==> src/rtl/subpel_pkg.sv <==
// Shared constants, candidate indices and FSM states for the sub-pel SAD
// accumulate-and-select block.
package subpel_pkg;

   localparam int unsigned NCAND      = 25;
   localparam int unsigned LINES      = 6;
   localparam int unsigned LANES      = 6;
   localparam int unsigned BYTE_W     = 8;
   localparam int unsigned LANE_BUS_W = LANES * BYTE_W;
   localparam int unsigned DIFF_W     = NCAND * LANE_BUS_W;
   localparam int unsigned LINE_SUM_W = 11;
   localparam int unsigned SAD_W      = 14;
   localparam int unsigned IDX_W      = 5;
   localparam int unsigned CNT_W      = 3;

   // k = 5*row + col; rows UH,UQ,M,LQ,LH; cols h,q,f,r,i
   localparam int unsigned CAND_UH_H = 0;
   localparam int unsigned CAND_UH_Q = 1;
   localparam int unsigned CAND_UH_F = 2;
   localparam int unsigned CAND_UH_R = 3;
   localparam int unsigned CAND_UH_I = 4;
   localparam int unsigned CAND_UQ_H = 5;
   localparam int unsigned CAND_UQ_Q = 6;
   localparam int unsigned CAND_UQ_F = 7;
   localparam int unsigned CAND_UQ_R = 8;
   localparam int unsigned CAND_UQ_I = 9;
   localparam int unsigned CAND_M_H  = 10;
   localparam int unsigned CAND_M_Q  = 11;
   localparam int unsigned CAND_M_F  = 12;
   localparam int unsigned CAND_M_R  = 13;
   localparam int unsigned CAND_M_I  = 14;
   localparam int unsigned CAND_LQ_H = 15;
   localparam int unsigned CAND_LQ_Q = 16;
   localparam int unsigned CAND_LQ_F = 17;
   localparam int unsigned CAND_LQ_R = 18;
   localparam int unsigned CAND_LQ_I = 19;
   localparam int unsigned CAND_LH_H = 20;
   localparam int unsigned CAND_LH_Q = 21;
   localparam int unsigned CAND_LH_F = 22;
   localparam int unsigned CAND_LH_R = 23;
   localparam int unsigned CAND_LH_I = 24;

   typedef enum logic {
      ACCUM  = 1'b0,
      SEARCH = 1'b1
   } state_e;

endpackage

==> src/rtl/row_sum6.sv <==
// Sum of six 8-bit absolute differences packed in a 48-bit lane bus.
module row_sum6
   import subpel_pkg::*;
(
   input  logic [LANE_BUS_W-1:0] lanes,
   output logic [LINE_SUM_W-1:0] sum_c
);

   always_comb begin
      sum_c = '0;
      for (int i = 0; i < int'(LANES); i++) begin
         sum_c = sum_c + LINE_SUM_W'(lanes[i*BYTE_W +: BYTE_W]);
      end
   end

endmodule

==> src/rtl/subpel_sad_select.sv <==
// Accumulates six lines of per-candidate abs-diff sums, then scans the 25
// accumulators one per cycle and reports the minimum-SAD candidate.
module subpel_sad_select
   import subpel_pkg::*;
(
   input  logic              clk,
   input  logic              rst,
   input  logic              in_valid,
   output logic              in_ready,
   input  logic [DIFF_W-1:0] diff_in,
   input  logic              abort,
   output logic              out_valid,
   output logic [IDX_W-1:0]  best_idx,
   output logic [SAD_W-1:0]  best_sad
);

   state_e               state_q, state_d;
   logic [CNT_W-1:0]     line_cnt_q, line_cnt_d;
   logic [IDX_W-1:0]     scan_idx_q, scan_idx_d;
   logic [SAD_W-1:0]     acc_q [NCAND];
   logic [SAD_W-1:0]     acc_d [NCAND];
   logic [SAD_W-1:0]     srch_sad_q, srch_sad_d;
   logic [IDX_W-1:0]     srch_idx_q, srch_idx_d;
   logic                 out_valid_q, out_valid_d;
   logic [IDX_W-1:0]     best_idx_q, best_idx_d;
   logic [SAD_W-1:0]     best_sad_q, best_sad_d;

   logic [LINE_SUM_W-1:0] line_sum [NCAND];
   logic                  accept;
   logic [SAD_W-1:0]      cand_sad, ref_sad, win_sad;
   logic [IDX_W-1:0]      ref_idx, win_idx;

   for (genvar g = 0; g < int'(NCAND); g++) begin : g_row
      row_sum6 u_row_sum6 (
         .lanes (diff_in[g*LANE_BUS_W +: LANE_BUS_W]),
         .sum_c (line_sum[g])
      );
   end

   // Abort suppresses acceptance in the same cycle, so it also drops in_ready.
   assign in_ready = (state_q == ACCUM) && !rst && !abort;
   assign accept   = in_valid && in_ready;

   // Scan compare: the centre seeds the running best, strict less-than wins.
   always_comb begin
      cand_sad = acc_q[scan_idx_q];
      ref_sad  = (scan_idx_q == '0) ? acc_q[CAND_M_F] : srch_sad_q;
      ref_idx  = (scan_idx_q == '0) ? IDX_W'(CAND_M_F) : srch_idx_q;
      if (cand_sad < ref_sad) begin
         win_sad = cand_sad;
         win_idx = scan_idx_q;
      end else begin
         win_sad = ref_sad;
         win_idx = ref_idx;
      end
   end

   always_comb begin
      state_d     = state_q;
      line_cnt_d  = line_cnt_q;
      scan_idx_d  = scan_idx_q;
      srch_sad_d  = srch_sad_q;
      srch_idx_d  = srch_idx_q;
      out_valid_d = 1'b0;
      best_idx_d  = best_idx_q;
      best_sad_d  = best_sad_q;
      for (int k = 0; k < int'(NCAND); k++) begin
         acc_d[k] = acc_q[k];
      end

      case (state_q)
         ACCUM: begin
            if (abort) begin
               line_cnt_d = '0;
            end else if (accept) begin
               // Line 0 loads, so no clear cycle is needed between blocks.
               for (int k = 0; k < int'(NCAND); k++) begin
                  acc_d[k] = (line_cnt_q == '0) ? SAD_W'(line_sum[k])
                                                : acc_q[k] + SAD_W'(line_sum[k]);
               end
               if (line_cnt_q == CNT_W'(LINES - 1)) begin
                  line_cnt_d = '0;
                  scan_idx_d = '0;
                  state_d    = SEARCH;
               end else begin
                  line_cnt_d = line_cnt_q + CNT_W'(1);
               end
            end
         end
         SEARCH: begin
            if (abort) begin
               state_d    = ACCUM;
               scan_idx_d = '0;
               line_cnt_d = '0;
            end else begin
               srch_sad_d = win_sad;
               srch_idx_d = win_idx;
               if (scan_idx_q == IDX_W'(NCAND - 1)) begin
                  state_d     = ACCUM;
                  scan_idx_d  = '0;
                  out_valid_d = 1'b1;
                  best_idx_d  = win_idx;
                  best_sad_d  = win_sad;
               end else begin
                  scan_idx_d = scan_idx_q + IDX_W'(1);
               end
            end
         end
         default: state_d = ACCUM;
      endcase
   end

   always_ff @(posedge clk) begin
      if (rst) begin
         state_q     <= ACCUM;
         line_cnt_q  <= '0;
         scan_idx_q  <= '0;
         srch_sad_q  <= '0;
         srch_idx_q  <= '0;
         out_valid_q <= 1'b0;
         best_idx_q  <= '0;
         best_sad_q  <= '0;
         for (int k = 0; k < int'(NCAND); k++) begin
            acc_q[k] <= '0;
         end
      end else begin
         state_q     <= state_d;
         line_cnt_q  <= line_cnt_d;
         scan_idx_q  <= scan_idx_d;
         srch_sad_q  <= srch_sad_d;
         srch_idx_q  <= srch_idx_d;
         out_valid_q <= out_valid_d;
         best_idx_q  <= best_idx_d;
         best_sad_q  <= best_sad_d;
         for (int k = 0; k < int'(NCAND); k++) begin
            acc_q[k] <= acc_d[k];
         end
      end
   end

   assign out_valid = out_valid_q;
   assign best_idx  = best_idx_q;
   assign best_sad  = best_sad_q;

endmodule

==> config.mk <==
export PLATFORM = sky130hd
export DESIGN_NAME = subpel_sad_select
export DESIGN_NICKNAME = d
export VERILOG_FILES = /design/src/rtl/subpel_pkg.sv /design/src/rtl/row_sum6.sv /design/src/rtl/subpel_sad_select.sv
export SDC_FILE = /design/constraint.sdc
export NUM_CORES = 2
export LEC_CHECK = 0
export ABC_CLOCK_PERIOD_IN_PS = 6900
export CAP_MARGIN = 30
export CELL_PAD_IN_SITES_DETAIL_PLACEMENT = 1
export CELL_PAD_IN_SITES_GLOBAL_PLACEMENT = 1
export CORE_AREA = 2 2 471 473
export DETAILED_ROUTE_END_ITERATION = 12
export DIE_AREA = 0 0 473 475
export PLACE_DENSITY_LB_ADDON = 0.1
export SYNTH_ARGS = -nofsm -noshare
export SYNTH_HDL_FRONTEND = slang
export SYNTH_SLANG_ARGS = --single-unit
==> constraint.sdc <==
create_clock -name clk -period 6.9 [get_ports clk]
set_input_delay 1.035 -clock clk [delete_from_list [all_inputs] [get_ports clk]]
set_output_delay 1.035 -clock clk [all_outputs]
set_load 0.005 [all_outputs]
==> flow_summary.toml <==
[sta]
fmax_mhz = 151
finalHoldViolations = 0
fin_tns_setup_ns = 0
fin_crit_ns = 6.62
tightest_slew_ns = 1.04
fin_skew_ns = 0.0230
period_share = 0.960
setup_violations = 0
maxSlewViolCount = 0
slew_headroom = 0.305

[worst_setup_path]
cp_cell_sequence = "clkdlybuf4s50_1 -> ha_1 -> inv_1 -> fa_1 -> buf_4 -> xnor2_2 -> fa_1 -> fa_1 -> inv_1 -> fa_1 -> inv_1 -> ha_1 -> a21o_1 -> a21oi_1 -> o21ai_0 -> a2111oi_1 -> nor3b_2 -> xor2_2 -> ha_1 -> and3_1 -> a2111oi_2 -> buf_4 -> or4_1 -> a21oi_1"
arrival_ns = 7.22
cp.required_ns = 7.49
startpoint_type = "input pin"
crit_family = "adder cells"
path_buf_inv = 6
critPathKind = "input pin to register"
rr_worst_depth = 13
critPathSlowestCell = "fa_1"
reg2reg_to = "best_sad[2]"
r2r_slack_ns = 1.26
crit_path_end_kind = "register"
crit_path_start = "diff_in[872]"
critPathMaxFanout = 5
crit_path_max_incr_delay_ns = 0.53
cp_common_cell = "fa_1"

[drt]
detail-route-antenna-nets = 0
via_per_inst = 4.91
wl_per_cell_microns = 20.7
drc = 0
first_iter_violations = 2153
first_pass_iters = 5
routed_wirelength_microns = 251000
num_vias = 59600

[finish]
fin_nets = 11900
multi_input_area_sq_um = 49600
seq_area_sq_um = 8080
finalNonFillerCells = 12100
n_fill_cell = 25600
area_growth_pct = 37.4
design_area_sq_um = 86300
drive_gt1_frac = 0.122

[grt]
grt_max_degree = 154
grt_pass1_wl_microns = 380000
grt-ovfl-total = 0
grt_pass1_vias = 64700
antenna_found_initial = 35
grtUsageTotal = 0.219

[die]
die_area_sq_um = 225000
die_w_microns = 473
start_util = 0.287
core_area_sq_um = 219000
rows = 172
pin_count = 1225
fp.dieH_microns = 475

[worst_hold_path]
min_path_cells = 2
hold_class = "register to register"
min_from = "srch_idx_q[2]"
holdPathEnd = "srch_idx_q[2]"

[placed_design]
place_hpwl_microns = 213000
gp_congestion = 0.869
placed_area_sq_um = 83900
dp_cells = 12000
portBuffers = 1224

[yosys]
ys_ff_latch = 403
synthSimpleGateAreaFrac = 0.117
synth_xor_xnor_area_share = 0.0591
ys_types = 74
synth_top_area_share = 0.207
yosys.area_share.adder = 0.375
async_flop_share = 0
synth_mux_area_frac = 0.0436
yosysWarnings = 0
yosysTopAreaCell = "fa_1"
ys.flop_type = "dfxtp_1"
synth_area_leaders = "fa_1 21%, ha_1 17%, dfxtp_1 13%, inv_1 7.7%, xnor2_1 4.3%"
synth_nets = 10000
synth-compound-area-share = 0.187
ys_seq_area_frac = 0.128
synth_area_sq_um = 62800
avgSynthCellArea_sq_um = 8.56
synth_top_family_by_area = "adder cells"
synth-edff-count = 0
synthCells = 7334

[clocking]
cts.htree.levels = 2
cts_tree = "built"
numCtsBuffers = 57
clock_latency_ns = 0.66
clk_pin_slew_ns = 0.06
clockRootBuffer = "clkbuf_16"
cts_hold_buf = 0
clockBufferDepth = 3
clkSinkCount = 403

[pwr]
total_power_w = 0.0450
vdd_drop_max_uv = 238
total_leakage_power_nw = 40.7
power_density_nw_per_um2 = 521

[run]
cap_violations = 0

[outcome]
status = "completed"
-- placed cells by master (no fill, tap or decap), drive strengths merged, types with 30 or more instances in the layout --
cell type	netlist	final
a21oi	448	448
xor2	119	119
xnor2	305	305
o21ai	413	413
inv	1285	1286
ha	840	840
a31o	44	44
a311oi	64	64
dfxtp	403	403
o31ai	44	44
fa	650	650
or4	36	36
or2	31	31
o21a	78	78
nor3	117	117
nand3	132	132
buf	53	794
mux4	84	84
clkbuf	151	88
or3	90	90
clkdlybuf4s50	0	1223
a211oi	74	74
nor2b	96	96
o211ai	37	37
nand2	418	418
a21o	218	218
nor2	505	505
a221o	71	71
a31oi	35	35
and3	30	30
mux2i	84	84
nand2b	56	56
a21boi	43	43
o22ai	36	36
-- cell usage after synthesis, drive strengths merged (78+ instances only) --
cell    count
clkbuf    151
xnor2     305
nand2     418
mux4       84
nand3     132
or3        90
nor2      505
ha        840
o21a       78
dfxtp     403
a21o      218
a21oi     448
inv      1285
nor2b      96
nor3      117
xor2      119
mux2i      84
o21ai     413
fa        650
-- through the flow --
step,worst slack [ns],hold WS (ns),util
after floorplan,0.525,0.423,-
after global placement,-0.731,0.446,0.383
after detailed placement,-0.757,0.441,0.383
after CTS,0.0405,0.451,0.391
after global routing,-0.0466,0.477,0.394
final,0.277,0.450,0.394
-- flip-flops by register name (all words and copies together) (netlist names), named ones only --
| name | count |
|---|---|
| acc_q | 350 |
| best_idx | 5 |
| best_sad | 14 |
| line_cnt_q | 3 |
| out_valid | 1 |
| scan_idx_q | 5 |
| srch_idx_q | 5 |
| srch_sad_q | 14 |
| state_q | 1 |
-- worst reg2reg max path: cells and delay by family, from the launching register on --
kind            cells  cell delay [ns]
compound gates      8             2.67
buf+inv             2             0.86
flops               1             0.81
mux                 1             0.61
fa+ha+maj           1             0.37
simple gates        1             0.18
-- how the worst max path moves through the flow --
stage | endpoint | depth (start not counted)
finish | acc_q[18][13] | 24
global route | acc_q[18][13] | 26
CTS | acc_q[1][13] | 25
detailed placement | acc_q[1][13] | 25
global placement | acc_q[1][13] | 25
floorplan | acc_q[10][13] | 26
-- layer usage --
layer,track usage,vias to the layer above,wire length [microns]
met4,0.0455,8,5260
met5,0,-,52
met1,0.264,29500,104000
li1,-,28700,-
met2,0.413,1119,132000
met3,0.0257,210,10400
-- area by class of cell --
| type | instances | area share |
|---|---|---|
| Antenna cell | 14 | 0.000406 |
| Clock buffer | 88 | 0.0205 |
| Clock inverter | 7 | 0.000740 |
| Inverter | 1285 | 0.0560 |
| Multi-Input combinational cell | 5442 | 0.575 |
| Sequential cell | 403 | 0.0936 |
| Tap cell | 2871 | 0.0416 |
| Timing Repair Buffer | 2017 | 0.212 |
-- power by group --
| part | switching (W) | internal (W) |
|---|---|---|
| registers | 0.000695 | 0.00280 |
| clock network | 0.00125 | 0.00177 |
| logic | 0.0195 | 0.0189 |
-- timing repair --
action | 4_1_cts | 5_1_grt
resized for setup | 2 | 113
setup buffers | 0 | 6
pin swaps | 0 | 19
endpoints found under the setup margin | 4 | 79
-- logic make-up (layout without fill, tap and decap cells) --
family	Yosys count	in the layout
compound gates	1786	1786
flops	403	403
buf+inv	1489	3397
mux	168	168
fa+ha+maj	1490	1490
xor+xnor	424	424
simple gates	1574	1574
other cells	0	14
Power figures use the tool's default switching activity.
